[src/rtl/udm_uart_rx.sv]
// rtl/udm_uart_rx.sv - 8N1 UART byte receiver with centre sampling and valid/ready output
// Optional even-parity check (PARITY state, parity_err_o) when UDM_UART_RX_PARITY_EN is defined.
module udm_uart_rx #(
  parameter int DIV_W       = 16,
  parameter int SYNC_STAGES = 2
) (
  input  logic             clk_i,
  input  logic             rst_n_i,
  input  logic             rx_i,
  input  logic [DIV_W-1:0] divider_i,
  output logic [7:0]       data_o,
  output logic             valid_o,
  input  logic             ready_i,
  output logic             busy_o,
  output logic             frame_err_o,
  output logic             overrun_o
`ifdef UDM_UART_RX_PARITY_EN
  ,
  output logic             parity_err_o
`endif
);

  typedef enum logic [2:0] {
    IDLE,
    START,
    DATA,
`ifdef UDM_UART_RX_PARITY_EN
    PARITY,
`endif
    STOP,
    WAIT_IDLE
  } state_t;

  logic [SYNC_STAGES-1:0] sync_q;
  logic                   rx_s;

  state_t           state_q, state_d;
  logic [DIV_W-1:0] div_q, div_d;
  logic [DIV_W-1:0] cnt_q, cnt_d;
  logic [2:0]       bit_idx_q, bit_idx_d;
  logic [7:0]       shift_q, shift_d;
  logic             cnt_zero;
  logic             done;
  logic             ferr_d;

  logic [7:0] data_q;
  logic       valid_q;
  logic       ferr_q;
  logic       ovr_q;

`ifdef UDM_UART_RX_PARITY_EN
  logic par_ok_q, par_ok_d;
  logic perr_d;
  logic perr_q;
`endif

  // Idle-high line: synchroniser resets to 1 so reset never looks like a start bit.
  always_ff @(posedge clk_i) begin
    if (!rst_n_i) begin
      sync_q <= '1;
    end else begin
      sync_q <= {sync_q[SYNC_STAGES-2:0], rx_i};
    end
  end

  assign rx_s     = sync_q[SYNC_STAGES-1];
  assign cnt_zero = (cnt_q == '0);

  always_comb begin
    state_d   = state_q;
    div_d     = div_q;
    cnt_d     = cnt_q;
    bit_idx_d = bit_idx_q;
    shift_d   = shift_q;
    done      = 1'b0;
    ferr_d    = 1'b0;
`ifdef UDM_UART_RX_PARITY_EN
    par_ok_d  = par_ok_q;
    perr_d    = 1'b0;
`endif

    case (state_q)
      IDLE: begin
        if (!rx_s) begin
          // Divider is frozen for the whole frame; first wait lands mid start bit.
          div_d   = divider_i;
          cnt_d   = (divider_i >> 1) - DIV_W'(1);
          state_d = START;
        end
      end

      START: begin
        if (cnt_zero) begin
          if (!rx_s) begin
            cnt_d     = div_q - DIV_W'(1);
            bit_idx_d = 3'd0;
            state_d   = DATA;
          end else begin
            state_d = IDLE;
          end
        end else begin
          cnt_d = cnt_q - DIV_W'(1);
        end
      end

      DATA: begin
        if (cnt_zero) begin
          shift_d   = {rx_s, shift_q[7:1]};
          cnt_d     = div_q - DIV_W'(1);
          bit_idx_d = bit_idx_q + 3'd1;
          if (bit_idx_q == 3'd7) begin
`ifdef UDM_UART_RX_PARITY_EN
            state_d = PARITY;
`else
            state_d = STOP;
`endif
          end
        end else begin
          cnt_d = cnt_q - DIV_W'(1);
        end
      end

`ifdef UDM_UART_RX_PARITY_EN
      PARITY: begin
        if (cnt_zero) begin
          perr_d   = ^{shift_q, rx_s};
          par_ok_d = ~perr_d;
          cnt_d    = div_q - DIV_W'(1);
          state_d  = STOP;
        end else begin
          cnt_d = cnt_q - DIV_W'(1);
        end
      end
`endif

      STOP: begin
        if (cnt_zero) begin
          if (rx_s) begin
`ifdef UDM_UART_RX_PARITY_EN
            done = par_ok_q;
`else
            done = 1'b1;
`endif
            state_d = IDLE;
          end else begin
            ferr_d  = 1'b1;
            state_d = WAIT_IDLE;
          end
        end else begin
          cnt_d = cnt_q - DIV_W'(1);
        end
      end

      WAIT_IDLE: begin
        if (rx_s) begin
          state_d = IDLE;
        end
      end

      default: begin
        state_d = IDLE;
      end
    endcase
  end

  always_ff @(posedge clk_i) begin
    if (!rst_n_i) begin
      state_q   <= IDLE;
      div_q     <= '0;
      cnt_q     <= '0;
      bit_idx_q <= '0;
      shift_q   <= '0;
      ferr_q    <= 1'b0;
`ifdef UDM_UART_RX_PARITY_EN
      par_ok_q  <= 1'b0;
      perr_q    <= 1'b0;
`endif
    end else begin
      state_q   <= state_d;
      div_q     <= div_d;
      cnt_q     <= cnt_d;
      bit_idx_q <= bit_idx_d;
      shift_q   <= shift_d;
      ferr_q    <= ferr_d;
`ifdef UDM_UART_RX_PARITY_EN
      par_ok_q  <= par_ok_d;
      perr_q    <= perr_d;
`endif
    end
  end

  // A completion coinciding with a handshake replaces the byte instead of overrunning.
  always_ff @(posedge clk_i) begin
    if (!rst_n_i) begin
      data_q  <= '0;
      valid_q <= 1'b0;
      ovr_q   <= 1'b0;
    end else begin
      ovr_q <= 1'b0;
      if (done) begin
        if (valid_q && !ready_i) begin
          ovr_q <= 1'b1;
        end else begin
          data_q  <= shift_q;
          valid_q <= 1'b1;
        end
      end else if (valid_q && ready_i) begin
        valid_q <= 1'b0;
      end
    end
  end

  assign data_o      = data_q;
  assign valid_o     = valid_q;
  assign busy_o      = (state_q != IDLE);
  assign frame_err_o = ferr_q;
  assign overrun_o   = ovr_q;
`ifdef UDM_UART_RX_PARITY_EN
  assign parity_err_o = perr_q;
`endif

endmodule
[config.mk]
export PLATFORM = sky130hd
export DESIGN_NAME = udm_uart_rx
export DESIGN_NICKNAME = d
export VERILOG_FILES = /design/src/rtl/udm_uart_rx.sv
export SDC_FILE = /design/constraint.sdc
export NUM_CORES = 1
export LEC_CHECK = 0
export ABC_CLOCK_PERIOD_IN_PS = 3250
export CORE_ASPECT_RATIO = 0.6
export CORE_MARGIN = 5
export CORE_UTILIZATION = 50
export DETAILED_ROUTE_END_ITERATION = 12
export DONT_BUFFER_PORTS = 1
export PLACE_DENSITY = 0.68
export SLEW_MARGIN = 0
export SYNTH_ARGS = -nofsm -noshare
export SYNTH_HDL_FRONTEND = slang
export SYNTH_SLANG_ARGS = --single-unit
[constraint.sdc]
create_clock -name clk_i -period 3.25 [get_ports clk_i]
set_input_delay 0.975 -clock clk_i [delete_from_list [all_inputs] [get_ports clk_i]]
set_output_delay 0.975 -clock clk_i [all_outputs]
set_load 0.03 [all_outputs]
* Word level (Yosys, flattened, before mapping)
Index checks and enable logic that the tools add are counted.
Cells by class: add/subtract/negate cells 4, $mul 0, divide/modulo/power cells 0, order comparisons 0, equality and inequality tests 15, shift operators 0, mux-type cells 27, bitwise logic cells 2, reductions and logical operators 18
Operators with widths (count):
- $mux W16 | 5
- $pmux W16 S4 | 1
- $sub A16 B1 Y16 const B | 2
- $mux W3 | 10
- $ne A2 B2 Y1 const B | 9
- $logic_not A16 Y1 | 1
- $sub A15 B1 Y16 const B | 1
- $pmux W3 S5 | 1
- $reduce_and A2 Y1 | 5
- $mux W1 | 8
- $reduce_and A4 Y1 | 2
- $eq A3 B2 Y1 const B | 2
- $eq A3 B3 Y1 const B | 2
- $pmux W3 S2 | 1
- $reduce_and A6 Y1 | 1
- $reduce_bool A2 Y1 | 2
- $reduce_bool A4 Y1 | 1
- $add A3 B1 Y3 const B | 1
- $eq A3 B1 Y1 const B | 1
- $logic_not A3 Y1 | 1
- $ne A3 B3 Y1 const B | 1
- $reduce_and A3 Y1 | 1
- $reduce_bool A3 Y1 | 1
- $logic_and A1 B1 Y1 | 2
- 3 further kinds | 4
Storage, ports and cells: register bits after elaboration 59, bits in latches 0, memory bits (writable) 0, memory bits (read-only) 0, input bits 20, output and inout port bits 12, logic and storage cells 76, memories kept 0

* Longest topological paths before layout
Gate-level depths: netlist of the first run.
depth after elaboration 5, mapped depth 10, mapped depth without buffers 8

* Worst setup path before layout of the first run
OpenSTA, ideal clock, no wires.
kind input to register, from input divider_i[1], to register cnt_q[13], arrival 2.460 ns, required time 3.133 ns, path slack 0.673 ns, stages 7, cell sequence or4_1 > clkbuf_1 > o41ai_2 > o21ai_1 > a22oi_1 > a21bo_1 > a32o_1
On the way: word-level cells in the longest chain between the ends 3
Ends and longest elaborated chain:
- start: declaration | RTL line 10 | input logic [DIV_W-1:0] divider_i,
- $sub A15 B1 Y16 | RTL line 87 | cnt_d = (divider_i >> 1) - DIV_W'(1);
- $mux W16 | RTL line 84 | if (!rx_s) begin
- $pmux W16 S4 | RTL line 82 | case (state_q)
- end signal: assignment | RTL line 181 | cnt_q <= cnt_d;
- end: declaration | RTL line 39 | logic [DIV_W-1:0] cnt_q, cnt_d;
Every way passes these cells. The select of a mux whose other input is x is not followed. A chain may end at the register's enable or synchronous reset.

* Worst setup path in the final report of the first run
from register cnt_q[0], to register cnt_q[13]
On the way: word-level cells in the longest chain between the ends 3
Ends and longest elaborated chain:
- $sub A16 B1 Y16 or $logic_not A16 Y1 (tied branches)
- $mux W16, or another cell as far along | RTL line 137 | if (cnt_zero) begin
- $pmux W16 S4 or $reduce_and A4 Y1 (tied branches)
Several ways; a longest one is shown, not always the timed one. The select of a mux whose other input is x is not followed.

==> qor.csv, run 1 <==
metric,value,unit
final net count,440,
Layout fillers,622,
DRT Pass-1 Iters,4,
Post-DP Area,0.00353,sq mm
final WL,8820,um
layout cells sized above 1,0.0907,
Skew-Pair Late Insertion Delay,0.34,ns
Worst Path Max Fanout,11,
"commonest non-fill, non-tap cells in the layout","61 x nand2_1, 59 x dfxtp_1, 31 x nor2_1, 22 x o21ai_0, 20 x nor2b_1",
Synth Register Bits,59,
# hold bufs at CTS,0,
antenna violations before repair,0,
Crit path arrival time,2.98,ns
CTS sink count,59,
Worst IR Drop VDD,0.357,mV
Tcrit/Tclk final,0.831,
Setup crit start kind,flop,
setup_tns,0,ns
max cap viols,0,
CTS tree,yes,
Rows,23,
Mapped Avg Cell Area,8.26,sq um
sequential cell area fraction in the yosys report,0.341,
status,"finished, final reports clean",
total CTS buffers,9,
"EDFF count, synth",0,
IO Port Bufs,0,
post-CTS sizing,0,
final hold violations,0,
Mapped Area,0.00347,sq mm
Rel. slew slack,0.498,
max-slew violation count,0,
vias per inst,6.05,
synth unique cells,60,
total number of vias,3061,
DRC,0,
"Remaining Overflow, GRT",0,
Post-DP HPWL,6290,um
sequential cell area,0.00118,sq mm
"FFs w/ async S/R, synth",0,
first-pass GRT wire length,14200,um
gr usage total,0.206,
Ant. Diodes,0,
Post CTS Setup Buffer Count,0,
Ports,32,
area grow syn2layout,10.2,%
leak pwr,1.34,nW
RSZ-0062 raised after global routing,no,
WP data required,3.53,ns
fin area,0.00382,sq mm
die area,0.00876,sq mm
Synth Warn #,0,
CP endpoint kind,flop,
Tmin final,2.70,ns
number of global-route vias before repair,2728,
Die Ht,74.5,um
Most used DFF post-synth,dfxtp_1,
post-route ant nets,0,
clock-pin slew on the worst setup and hold paths,0.06,ns
die width,118,um
CTS max path bufs,2,
Final GP Congestion,0.915,
CP Class,flop to flop,
CTS H-Tree Depth,3,
Hold Slack,0.413,ns
multi-input logic area,0.00218,sq mm
fmax,370,MHz
"most common cell after layout, fill and taps aside",nand2_1,
HP Class,flop to flop,
initial core utilization,0.517,
Max Clock Skew,0.00567,ns
core area,0.00671,sq mm
CTS Root Cell,clkbuf_16,
largest net degree at the start of global routing,61,
Worst-Margin Slew,0.750,ns
PD cells,568,mW/mm^2
cell count after synthesis,420,
"Setup violations, final",0,
Post-Synthesis Net Count,446,
First DRT Iteration DRCs,280,
wire per inst,17.4,um
-- routing by layer --
layer | GRT usage | wire (um) | vias to the layer above | part of all wire
li1 | - | - | 1494 | -
met3 | 0.0646 | 709 | 11 | 0.080
met1 | 0.303 | 4500 | 1446 | 0.51
met2 | 0.283 | 3500 | 110 | 0.40
met4 | 0.0712 | 106 | 0 | 0.012
met5 | 0 | 0 | - | 0
-- worst max-delay path, cell delays in order, from the launching register on --
cell	delay (ns)
dfxtp_1	0.33
inv_1	0.10
ha_1	0.21
nor4b_1	0.46
nand4_2	0.43
buf_4	0.31
nor2b_1	0.35
a22oi_1	0.14
a21bo_1	0.20
a32o_1	0.10
-- final timing paths --
check | depth (start not counted) | slack [ns] | end | startpoint
max | 9 | 0.55 | cnt_q[13] | cnt_q[0]
min reg2reg | 1 | 0.41 | sync_q[1] | sync_q[0]
max reg2reg | 9 | 0.55 | cnt_q[13] | cnt_q[0]
min | 1 | 0.41 | sync_q[1] | sync_q[0]
-- sequential cells by signal, summed over array words and instances (netlist names) --
signal	flops
cnt_q	16
div_q	16
data_o	8
shift_q	8
bit_idx_q	3
state_q	3
sync_q	2
frame_err_o	1
overrun_o	1
valid_o	1
-- kinds of logic after synthesis --
family / Yosys count / share of synthesized area
AO/OA/AOI/OAI: 98 / 0.194
XOR/XNOR: 30 / 0.0758
adder cells (fa/ha/maj): 6 / 0.0216
buffers and inverters: 27 / 0.0314
flip-flops: 59 / 0.341
multiplexers: 17 / 0.0491
AND/OR/NAND/NOR: 183 / 0.287
-- power by group --
part / switching (mW) / total [mW] / internal (mW)
Sequential: 0.0490 / 0.805 / 0.756
Combinational: 0.253 / 0.422 / 0.169
Clock: 0.354 / 0.943 / 0.589
Total: 0.656 / 2.17 / 1.51
-- cell type report --
type / count / area share
clock inverter: 7 / 0.0180
clock buffer: 9 / 0.0589
sequential: 59 / 0.309
multi-input combinational: 334 / 0.572
tap: 87 / 0.0285
inverter: 6 / 0.00589
timing repair buffer: 4 / 0.00786
-- stage by stage --
step | utilization | total power [mW] | worst slack (ns) | std cells
2_1_floorplan | - | 1.14 | 0.673 | 420
3_3_place_gp | 0.526 | 1.22 | 0.581 | 490
3_5_place_dp | 0.526 | 1.23 | 0.529 | 490
4_1_cts | 0.570 | 2.17 | 0.668 | 506
5_1_grt | 0.570 | 2.26 | 0.451 | 506
6_report | 0.570 | 2.17 | 0.550 | 506
-- Yosys cell counts (all sizes together) (2+ instances only) --
master / number / area, sq um
o31ai: 3 / 22.5
o22ai: 5 / 31.3
or2: 4 / 25.0
dfxtp: 59 / 1180
a32o: 3 / 30.0
a31oi: 6 / 37.5
a22oi: 3 / 22.5
a21oi: 18 / 101
o21ai: 23 / 115
nand2: 61 / 229
nor3b: 3 / 22.5
nor4: 12 / 111
nor2: 33 / 143
o41ai: 3 / 33.8
nand3: 7 / 40.0
or3: 4 / 30.0
nor2b: 20 / 125
buf: 6 / 30.0
mux2i: 17 / 170
or4: 4 / 33.8
a21boi: 20 / 150
nand3b: 3 / 22.5
xnor2: 11 / 96.3
nand4: 3 / 25.0
a32oi: 2 / 17.5
xor2: 19 / 166
a211oi: 2 / 15.0
and2: 2 / 12.5
o211ai: 2 / 15.0
and4: 2 / 17.5
ha: 6 / 75.1
inv: 6 / 22.5
nor3: 14 / 70.1
nand2b: 6 / 37.5
clkbuf: 15 / 56.3
No activity file was read; power rests on OpenSTA's default activity.
==> run 2: changes to the inputs <==
--- a/config.mk
+++ b/config.mk
@@ -5,13 +5,14 @@
 export SDC_FILE = /design/constraint.sdc
 export NUM_CORES = 1
 export LEC_CHECK = 0
-export ABC_CLOCK_PERIOD_IN_PS = 3250
+export ABC_AREA = 1
+export ABC_CLOCK_PERIOD_IN_PS = 2300
 export CORE_ASPECT_RATIO = 0.6
 export CORE_MARGIN = 5
 export CORE_UTILIZATION = 50
 export DETAILED_ROUTE_END_ITERATION = 12
 export DONT_BUFFER_PORTS = 1
-export PLACE_DENSITY = 0.68
+export PLACE_DENSITY = 0.71
 export SLEW_MARGIN = 0
 export SYNTH_ARGS = -nofsm -noshare
 export SYNTH_HDL_FRONTEND = slang
==> constraint.sdc (replaced) <==
create_clock -name clk_i -period 2.3 [get_ports clk_i]
set_input_delay 0.69 -clock clk_i [delete_from_list [all_inputs] [get_ports clk_i]]
set_output_delay 0.69 -clock clk_i [all_outputs]
set_load 0.03 [all_outputs]
==> run 2 against run 1 <==
- largest power group is now combinational logic
- synthesized area rose by 13%
- critical path depth rose by 2
- global-route usage grew 2.7 points
==> qor.csv, run 2 <==
metric,value,unit
Worst-Margin Slew,0.570,ns
grt met3 use,0.0759,
first-pass GRT wire length,18200,um
First DRT Iteration DRCs,494,
Rel. slew slack,0.619,
Layout fillers,807,
layout cells sized above 1,0.0938,
setup_tns,0,ns
synth cell count leaders,"135 x nand2_1, 114 x nor2_1, 66 x inv_1, 62 x nand3_1, 59 x dfxtp_1",
CTS sink count,59,
Ant. Diodes,0,
Post-DP HPWL,8540,um
cell mode on critical path,nand2_1,
total CTS buffers,9,
final hold violations,0,
sequential cell area,0.00118,sq mm
Synth Area in Compound Gates,0.162,
crit path max-delay cell type,nor2_2,
Simple-Gate Fraction of Synth Area,0.402,
max cap viols,0,
met2 usage,0.303,
Post-Synthesis Net Count,661,
hold path start,sync_q[0],
post-CTS sizing,0,
mux share of post-synthesis cell area,0,
Skew-Pair Late Insertion Delay,0.33,ns
Crit path arrival time,2.14,ns
Most used DFF post-synth,dfxtp_1,
"Setup violations, final",0,
antenna violations before repair,0,
Worst Path Max Fanout,10,
Max Clock Skew,0.00690,ns
Adder-Cell Fraction of Synth Area,0.0191,
total number of vias,4084,
cell with the most instances after synthesis,nand2_1,
CP Class,flop to flop,
initial core utilization,0.507,
DRT Pass-1 Iters,5,
vias per inst,5.46,
Setup crit start kind,flop,
Mapped Avg Cell Area,6.19,sq um
Final GP Congestion,0.994,
met1 Use GR,0.359,
largest net degree at the start of global routing,50,
HP Class,flop to flop,
Rows,25,
Tmin final,1.91,ns
Worst IR Drop VDD,0.982,mV
CTS tree,yes,
leading area contributor after synthesis,dfxtp_1,
wire per inst,15.0,um
status,"finished, final reports clean",
multi-input logic area,0.00238,sq mm
combinational family with the most area after synthesis,simple AND/OR/NAND/NOR gates,
CP peak stage delay,0.41,ns
gr usage total,0.234,
CTS max path bufs,2,
Synth Warn #,0,
synth unique cells,39,
FF-to-FF Start,cnt_q[0],
Synth top area share,0.300,
cell count after synthesis,635,
Synth Register Bits,59,
fmax,524,MHz
DRC,0,
PD cells,1240,mW/mm^2
"FFs w/ async S/R, synth",0,
largest registers,"cnt_q: 16 flops, div_q: 16 flops",
clock-pin slew on the worst setup and hold paths,0.05,ns
max-slew violation count,0,
main area contributors after synthesis,"dfxtp_1 30%, nand2_1 13%, nor2_1 11%, nand3_1 7.9%, o21ai_0 7.4%",
xor/xnor share of the synthesized area,0.0223,
core area,0.00776,sq mm
sequential cell area fraction in the yosys report,0.300,
WP data required,2.53,ns
final WL,11200,um
crit path launch,cnt_q[0],
Tcrit/Tclk final,0.830,
CTS Root Cell,clkbuf_16,
CP endpoint kind,flop,
Mapped Area,0.00393,sq mm
die area,0.00980,sq mm
leak pwr,1.97,nW
post-route ant nets,0,
"most common cell after layout, fill and taps aside",nand2_1,
# hold bufs at CTS,0,
"commonest non-fill, non-tap cells in the layout","135 x nand2_1, 114 x nor2_1, 66 x inv_1, 62 x nand3_1, 59 x dfxtp_1",
die width,124,um
Post CTS Setup Buffer Count,0,
"EDFF count, synth",0,
"Remaining Overflow, GRT",0,
total power,5.37,mW
area grow syn2layout,10.4,%
CP Cell Sequence,"inv_1, ha_1, nand2_1, nor2_1, nand2_1, nor2_2, nand2_1, nand3_1, nand3_1, nand2_1, inv_1",
Ports,32,
final net count,661,
Die Ht,78.7,um
busiest grt layer,met1,
number of global-route vias before repair,3497,
RSZ-0062 raised after global routing,no,
CTS H-Tree Depth,3,
IO Port Bufs,0,
==> run 2: changes by cell type in the layout (fill, tap and decap cells not counted), sizes merged, moves of 32 or more <==
| cell | delta |
|---|---|
| a21oi | +32 |
| inv | +65 |
| nand2 | +81 |
| nand3 | +58 |
| nor2 | +96 |
| o21ai | +44 |
==> run 2: worst paths after layout <==
path                     to  slack (ns)  depth (start not counted)
setup reg to reg   cnt_q[6]        0.39                         11
hold reg to reg   sync_q[1]        0.41                          1
hold / removal    sync_q[1]        0.41                          1
setup / recovery   cnt_q[6]        0.39                         11
==> run 2: where the power goes <==
group,internal (mW),switching [mW]
sequential,1.18,0.192
clock,1.00,0.477
combinational,0.778,1.74
==> run 2: cell type report <==
type | count | area share
timing repair buffer | 6 | 0.0104
inverter | 72 | 0.0628
tap | 108 | 0.0311
multi-input combinational | 487 | 0.548
sequential | 59 | 0.272
clock inverter | 5 | 0.0173
clock buffer | 11 | 0.0582
==> run 2: kinds of logic (layout without fill, tap and decap cells) <==
family	count (synthesis)	count (layout)
xor gates and xnor gates	10	10
buffers and inverters	89	94
adders and majority gates	6	6
AOI/OAI and AO/OA	123	123
and+or+nand+nor	348	348
DFF	59	59
==> run 2: metrics by stage <==
step | cell area, sq um | hold slack [ns] | cells | worst slack [ns] | util
after floorplan | 3930 | 0.393 | 635 | 0.618 | -
after global placement | 4010 | 0.400 | 732 | 0.430 | 0.517
after detailed placement | 4010 | 0.402 | 732 | 0.411 | 0.517
after CTS | 4340 | 0.414 | 748 | 0.451 | 0.560
after global routing | 4340 | 0.441 | 748 | 0.249 | 0.560
final | 4340 | 0.415 | 748 | 0.391 | 0.560
==> run 2: critical path: cells and delay by family, from the launching register on <==
kind                       cells  cell delay, ns
adders and majority gates      1            0.25
buffers and inverters          2            0.15
DFF                            1            0.31
and+or+nand+nor                8            1.10
==> run 2: metal layers <==
metal	wire length (um)	up-vias
li1	-	2044
met1	5590	1833
met2	4270	192
met3	1240	15
met4	124	0
met5	0	-
